<file path="src/rtl/pending_request_queue.sv">
// Per-source saturating request accumulator feeding a one-hot priority encoder.
// Each lane counts outstanding requests; one acknowledged grant retires one request.

module pending_request_lane #(
  parameter int COUNT_WIDTH = 3
) (
  input  logic i_clock,
  input  logic i_reset,
  input  logic i_inc,
  input  logic i_dec,
  input  logic i_clear_overflow,
  output logic o_pending,
  output logic o_full,
  output logic o_overflow
);
  localparam logic [COUNT_WIDTH-1:0] MAX = '1;
  localparam logic [COUNT_WIDTH-1:0] ONE = 1;

  logic [COUNT_WIDTH-1:0] count_q, count_d;
  logic                   overflow_q, overflow_d;

  always_comb begin
    count_d    = count_q;
    overflow_d = overflow_q & ~i_clear_overflow;
    // A simultaneous inc and dec cancel out, even at max, so never flags overflow.
    if (i_inc && !i_dec) begin
      if (count_q == MAX) overflow_d = 1'b1;
      else                count_d    = count_q + ONE;
    end else if (i_dec && !i_inc) begin
      count_d = count_q - ONE;
    end
  end

  always_ff @(posedge i_clock) begin
    if (i_reset) begin
      count_q    <= '0;
      overflow_q <= 1'b0;
    end else begin
      count_q    <= count_d;
      overflow_q <= overflow_d;
    end
  end

  assign o_pending  = (count_q != '0);
  assign o_full     = (count_q == MAX);
  assign o_overflow = overflow_q;
endmodule

module pending_request_queue #(
  parameter int WIDTH       = 4,
  parameter int COUNT_WIDTH = 3
) (
  input  logic             i_clock,
  input  logic             i_reset,
  input  logic [WIDTH-1:0] i_req,
  input  logic [WIDTH-1:0] i_grant,
  input  logic             i_ack,
  input  logic [WIDTH-1:0] i_clear_overflow,
  output logic [WIDTH-1:0] o_pending,
  output logic             o_valid,
  output logic [WIDTH-1:0] o_full,
  output logic [WIDTH-1:0] o_overflow,
  output logic             o_grant_error
);
  logic             ack_ok;
  logic [WIDTH-1:0] dec;
  logic             grant_error_q, grant_error_d;

  // Only a one-hot grant pointing at a non-empty source may retire a request.
  always_comb begin
    ack_ok        = i_ack & $onehot(i_grant) & (|(i_grant & o_pending));
    dec           = {WIDTH{ack_ok}} & i_grant;
    grant_error_d = i_ack & ~ack_ok;
  end

  pending_request_lane #(.COUNT_WIDTH(COUNT_WIDTH)) u_lane [WIDTH-1:0] (
    .i_clock          (i_clock),
    .i_reset          (i_reset),
    .i_inc            (i_req),
    .i_dec            (dec),
    .i_clear_overflow (i_clear_overflow),
    .o_pending        (o_pending),
    .o_full           (o_full),
    .o_overflow       (o_overflow)
  );

  always_ff @(posedge i_clock) begin
    if (i_reset) grant_error_q <= 1'b0;
    else         grant_error_q <= grant_error_d;
  end

  assign o_valid       = |o_pending;
  assign o_grant_error = grant_error_q;
endmodule

</file>
<file path="config.mk">
export PLATFORM = sky130hd
export DESIGN_NAME = pending_request_queue
export DESIGN_NICKNAME = d
export VERILOG_FILES = /design/src/rtl/pending_request_queue.sv
export SDC_FILE = /design/constraint.sdc
export NUM_CORES = 1
export LEC_CHECK = 0
export CAP_MARGIN = 20
export CORE_MARGIN = 4
export CORE_UTILIZATION = 50
export DETAILED_ROUTE_END_ITERATION = 10
export HOLD_SLACK_MARGIN = 0.05
export PLACE_DENSITY = 0.79
export SLEW_MARGIN = 5
export SYNTH_ARGS = -nofsm -noshare
export SYNTH_HDL_FRONTEND = slang
export SYNTH_SLANG_ARGS = --single-unit
</file>
<file path="constraint.sdc">
create_clock -name i_clock -period 3.6 [get_ports i_clock]
set_clock_uncertainty 0.05 [all_clocks]
set_input_delay 0.54 -clock i_clock [delete_from_list [all_inputs] [get_ports i_clock]]
set_output_delay 0.54 -clock i_clock [all_outputs]
set_load 0.005 [all_outputs]
</file>
* Yosys cells after proc, flatten, opt, wreduce, memory -nomap -nowiden *
Index checks and enable logic that the tools add are counted.

cells by class
  multiplexer cells = 20
  bitwise operators = 14
  reduce and logical (&&, ||, !) cells = 30
  add/sub/neg operators = 11
  equality and inequality tests = 9

operator list
  kind                 number
  $mux 3               12
  $add 3x1->3 const B  4
  $eq 3x3->1 const B   4
  $reduce_bool 3->1    4
  $sub 3x1->3 const B  4
  $and 4x4->4          2
  $logic_and 1x1->1    8
  $logic_not 1->1      8
  $mux 1               8
  $ne 2x2->1 const B   4
  $reduce_and 2->1     4
  $reduce_bool 2->1    4
  $reduce_or 4->1      2
  $and 1x1->1          7
  $not 1->1            5
  $add 1x1->2          2
  $add 2x2->3          1
  $eq 3x1->1 const B   1

storage, ports and cells
  bits in registers = 17

* Depth between registers and ports, before layout *
Gate-level depths: netlist of the first run.

  word-level depth = 10
  depth in mapped cells = 12

* Modules after synthesis *
From an unflattened synthesis of the first run, not the netlist that was laid out.

second synthesis, totals
  cells, all modules = 123
  area total of the unflattened synthesis = 1211.2 sq um

by module, submodules not included
  module                 cells each  sequential area each (sq um)  times used  area each (sq um)
  pending_request_lane   26          80.1                          4           259.0
  pending_request_queue  19          20.0                          1           175.2

* Least setup slack after synthesis of the first run *
OpenSTA, ideal clock, no wires.

  kind = input to register
  start = input port i_grant[1]
  end = register u_lane[2].count_q[2]
  stages on the path = 12
  library setup time = 123 ps
  path slack = 539 ps
  arrival time = 2888 ps
  cell sequence = inv_1 > fa_1 > inv_1 > ha_1 > ha_1 > nor3b_4 > nand4_2 > nand2_1 > fa_1 > and3_1 > mux2i_1 > mux2_1

between the ends
  word-level cells in the longest chain between the ends = 10

RTL lines
  item                                                                     RTL line  RTL
  start: declaration                                                       56        input logic [WIDTH-1:0] i_grant,
  $add 1x1->2 (not written as such)                                        71        ack_ok = i_ack & $onehot(i_grant) & (|(i_grant & o_pending));
  $add 2x2->3 (not written as such)                                        71
  $eq 3x1->1                                                               71
  $and 1x1->1                                                              71
  $and 1x1->1 *                                                            71
  $and 4x4->4 *                                                            72        dec = {WIDTH{ack_ok}} & i_grant;
  $logic_not 1->1                                                          26        if (i_inc && !i_dec) begin
  $logic_and 1x1->1                                                        26
  $ne 2x2->1 (no source line) / $reduce_bool 2->1 (equally long branches)  n/a
  $reduce_and 2->1 (no source line)                                        n/a
  end signal: assignment                                                   39        count_q <= count_d;
  end: declaration                                                         19        logic [COUNT_WIDTH-1:0] count_q, count_d;

Mark *: on every way between the ends. The rest lies on a longest branch, timed or not.
A chain may end at the register's enable or synchronous reset.

* Worst setup path after layout of the first run *
  start = input port i_grant[0]
  end = register u_lane[0].count_q[2]

between the ends
  word-level cells in the longest chain between the ends = 10

RTL lines
  item                                                                     RTL line
  $add 1x1->2 (not written as such)                                        71
  $add 2x2->3 (not written as such)                                        71
  $eq 3x1->1                                                               71
  $and 1x1->1 (2 in a row)                                                 71
  $and 4x4->4 *                                                            72
  $logic_not 1->1                                                          26
  $logic_and 1x1->1                                                        26
  $ne 2x2->1 (no source line) / $reduce_bool 2->1 (equally long branches)  n/a
  $reduce_and 2->1 (no source line)                                        n/a
  end signal: assignment                                                   39
  end: declaration                                                         19

Marked as above.

==> flow_summary.ini, run 1 <==
[setup_path]
cp-start-kind = input port
worstPathRequired_ns = 3.75
critPathCaptureType = register
cpPeakStageDelay_ns = 0.52
crit_arrival_ns = 3.50
path_cells = clkdlybuf4s50_1 > inv_1 > fa_1 > inv_1 > ha_1 > ha_1 > nor3b_4 > nand4_2 > nand2_1 > fa_1 > nor2_1 > mux2i_1 > mux2_2
slowest_stage = fa_1
worst-setup-path-type = in2reg
path_max_fanout = 5

[sta]
final_max_slew_viol_count = 0
post-route-period-util_pct = 93.1
fmax_mhz = 298
tns_ns = 0
rsz0062_at_grt = false
slew_headroom_pct = 40.1
min_period_ns = 3.35
hold_viol = 0
tightest_slew_ns = 0.895
setup_ws_ns = 0.250
hold_ws_ns = 0.449
setup_viol = 0

[clock_tree]
clockBufferDepth = 2
cts_tree = done
cts_setup_buffers = 0
postCtsHoldBufs = 0
cts_root_buf = clkbuf_4
clk_pin_slew_ns = 0.10
cts_made_buffers = 3
clock-sinks = 17
ctsResizeCount = 0
cts_htree_levels = 1
insertion_delay_ns = 0.30

[drt]
drtAntennaViolNets = 0
first_pass_iters = 4
viasPerCell = 5.22
drc = 0
wirelength_mm = 2.61
via_count = 1034
drt_iter0_markers = 18
routedWlPerCell_um = 13.2

[global_routing]
grt_overflow = 0
grt_use_total_pct = 16.4
grt_start_max_net_pins = 30
grt_pass1_wl_mm = 4.34
antenna_found_initial = 0
grt_pass1_vias = 1043

[die]
initial_core_util_pct = 52.6
ios = 29
die_height_um = 59.3
fp.dieW_um = 59.3
rows = 18
coreArea_um2 = 2500
die_area_um2 = 3510

[hold_path]
hold_class = reg2reg

[placement]
dp.cells = 194
port_buffers = 28
dp_hpwl_mm = 2.15
place_congestion = 0.765
dpl_worst_slack_ns = -0.0926

[layout]
n_antenna_cell = 0
fin_nets = 191
layout-drive-gt1-share_pct = 16.1
final_cell_mix = clkdlybuf4s50_1 (28), dfxtp_1 (17), nor2_1 (16)
syn2layout_area_growth_pct = 24.3
layout_commonest_cell = clkdlybuf4s50_1
final_cells = 198

[power]
ir_worst_vdd_v = 0.000263
power_density_nw_per_um2 = 346
cellLeakagePower_nw = 0.800
power_w = 0.000565

[synthesis]
syn_inst = 141
synth_seq_cells = 17
yosysWarnings = 0
postSynthAreaPerCell_um2 = 9.33
ys_types = 25
yosysSeqAreaShare_pct = 25.9
syn_nets = 163
netlist_area_um2 = 1320

[outcome]
status = finished clean

[flow_run]
maxCapViolCount = 0
cell families after synthesis:
| group | Yosys count | synth area share, % |
|---|---|---|
| AND/OR/NAND/NOR | 59 | 26.4 |
| buffers and inverters | 29 | 11.7 |
| multiplexers | 20 | 16.7 |
| flip-flops | 17 | 25.9 |
| AO/OA/AOI/OAI | 9 | 9.89 |
| adder cells (fa/ha/maj) | 7 | 9.51 |
worst max-delay path: cells and delay by family:
kind          cells  cell delay, ns
simple gates      4            0.66
fa+ha+maj         4            1.18
mux               2            0.54
buf+inv           3            0.58
stage by stage:
stage	instance area [um^2]	utilization (%)
final	1630	65.4
after global placement	1610	64.3
after floorplan	1320	-
after detailed placement	1610	64.3
after global routing	1630	65.4
after CTS	1630	65.4
final cells by class:
| class | count | area [um^2] |
|---|---|---|
| fillers | 223 | 866 |
| multi-input cells | 95 | 821 |
| repair buffers | 38 | 355 |
| flip-flops and latches | 17 | 340 |
| inverters | 14 | 52.6 |
| well taps | 30 | 37.5 |
| clock buffers | 3 | 22.5 |
| clock inverters | 1 | 5.00 |
flip-flops by register name, indices dropped and copies added, names as in the netlist:
| name | count |
|---|---|
| o_grant_error | 1 |
| u_lane.o_overflow | 4 |
| u_lane.count_q | 12 |
Yosys cell counts:
master | number | area, um^2
a32oi_1 | 4 | 35.0
ha_1 | 2 | 25.0
a21oi_1 | 1 | 5.00
or4_1 | 1 | 7.51
mux2i_1 | 11 | 110
nand3_1 | 4 | 20.0
fa_1 | 5 | 100
mux2_2 | 1 | 11.3
nand2_1 | 8 | 30.0
nor2b_1 | 8 | 50.1
dfxtp_1 | 17 | 340
clkbuf_1 | 3 | 11.3
and3_1 | 4 | 25.0
nor3b_4 | 1 | 18.8
mux2_1 | 6 | 67.6
nor2_1 | 16 | 60.1
nand2b_1 | 9 | 56.3
or3_1 | 3 | 18.8
nor3_2 | 1 | 10.0
nand4_2 | 4 | 50.1
buf_4 | 12 | 90.1
o31ai_4 | 3 | 63.8
o2111ai_4 | 1 | 26.3
inv_1 | 14 | 52.6
mux2_4 | 2 | 30.0
path summary, 6_finish.rpt:
check             cells past startpoint              endpoint                 start  slack (ns)
setup / recovery                     13  u_lane[0].count_q[2]            i_grant[0]        0.25
hold reg to reg                       2  u_lane[2].o_overflow  u_lane[2].o_overflow        0.45
hold / removal                        2  u_lane[2].o_overflow  u_lane[2].o_overflow        0.45
setup reg to reg                      8  u_lane[0].count_q[2]  u_lane[2].count_q[0]        1.20
layer usage:
layer / vias up / wire length (um) / track usage [%]
met5: - / 0 / 0
met4: 0 / 26 / 4.53
met3: 4 / 115 / 5.66
met2: 16 / 1390 / 30.7
met1: 494 / 1080 / 17.1
li1: 520 / - / -
where the power goes:
group	internal, W	total, W	switching [W]
registers	0.000209	0.000246	0.0000369
logic	0.000125	0.000215	0.0000904
clock network	0.0000414	0.000104	0.0000626
No activity file was read; power rests on OpenSTA's default activity.
==> run 2, diff against run 1 <==
--- a/config.mk
+++ b/config.mk
@@ -11,6 +11,7 @@
 export DETAILED_ROUTE_END_ITERATION = 10
 export HOLD_SLACK_MARGIN = 0.05
 export PLACE_DENSITY = 0.79
+export SETUP_SLACK_MARGIN = 0.02
 export SLEW_MARGIN = 5
 export SYNTH_ARGS = -nofsm -noshare
 export SYNTH_HDL_FRONTEND = slang
==> results of run 2 <==
Same layout as run 1: the final DEF is identical, and so are final timing and power.
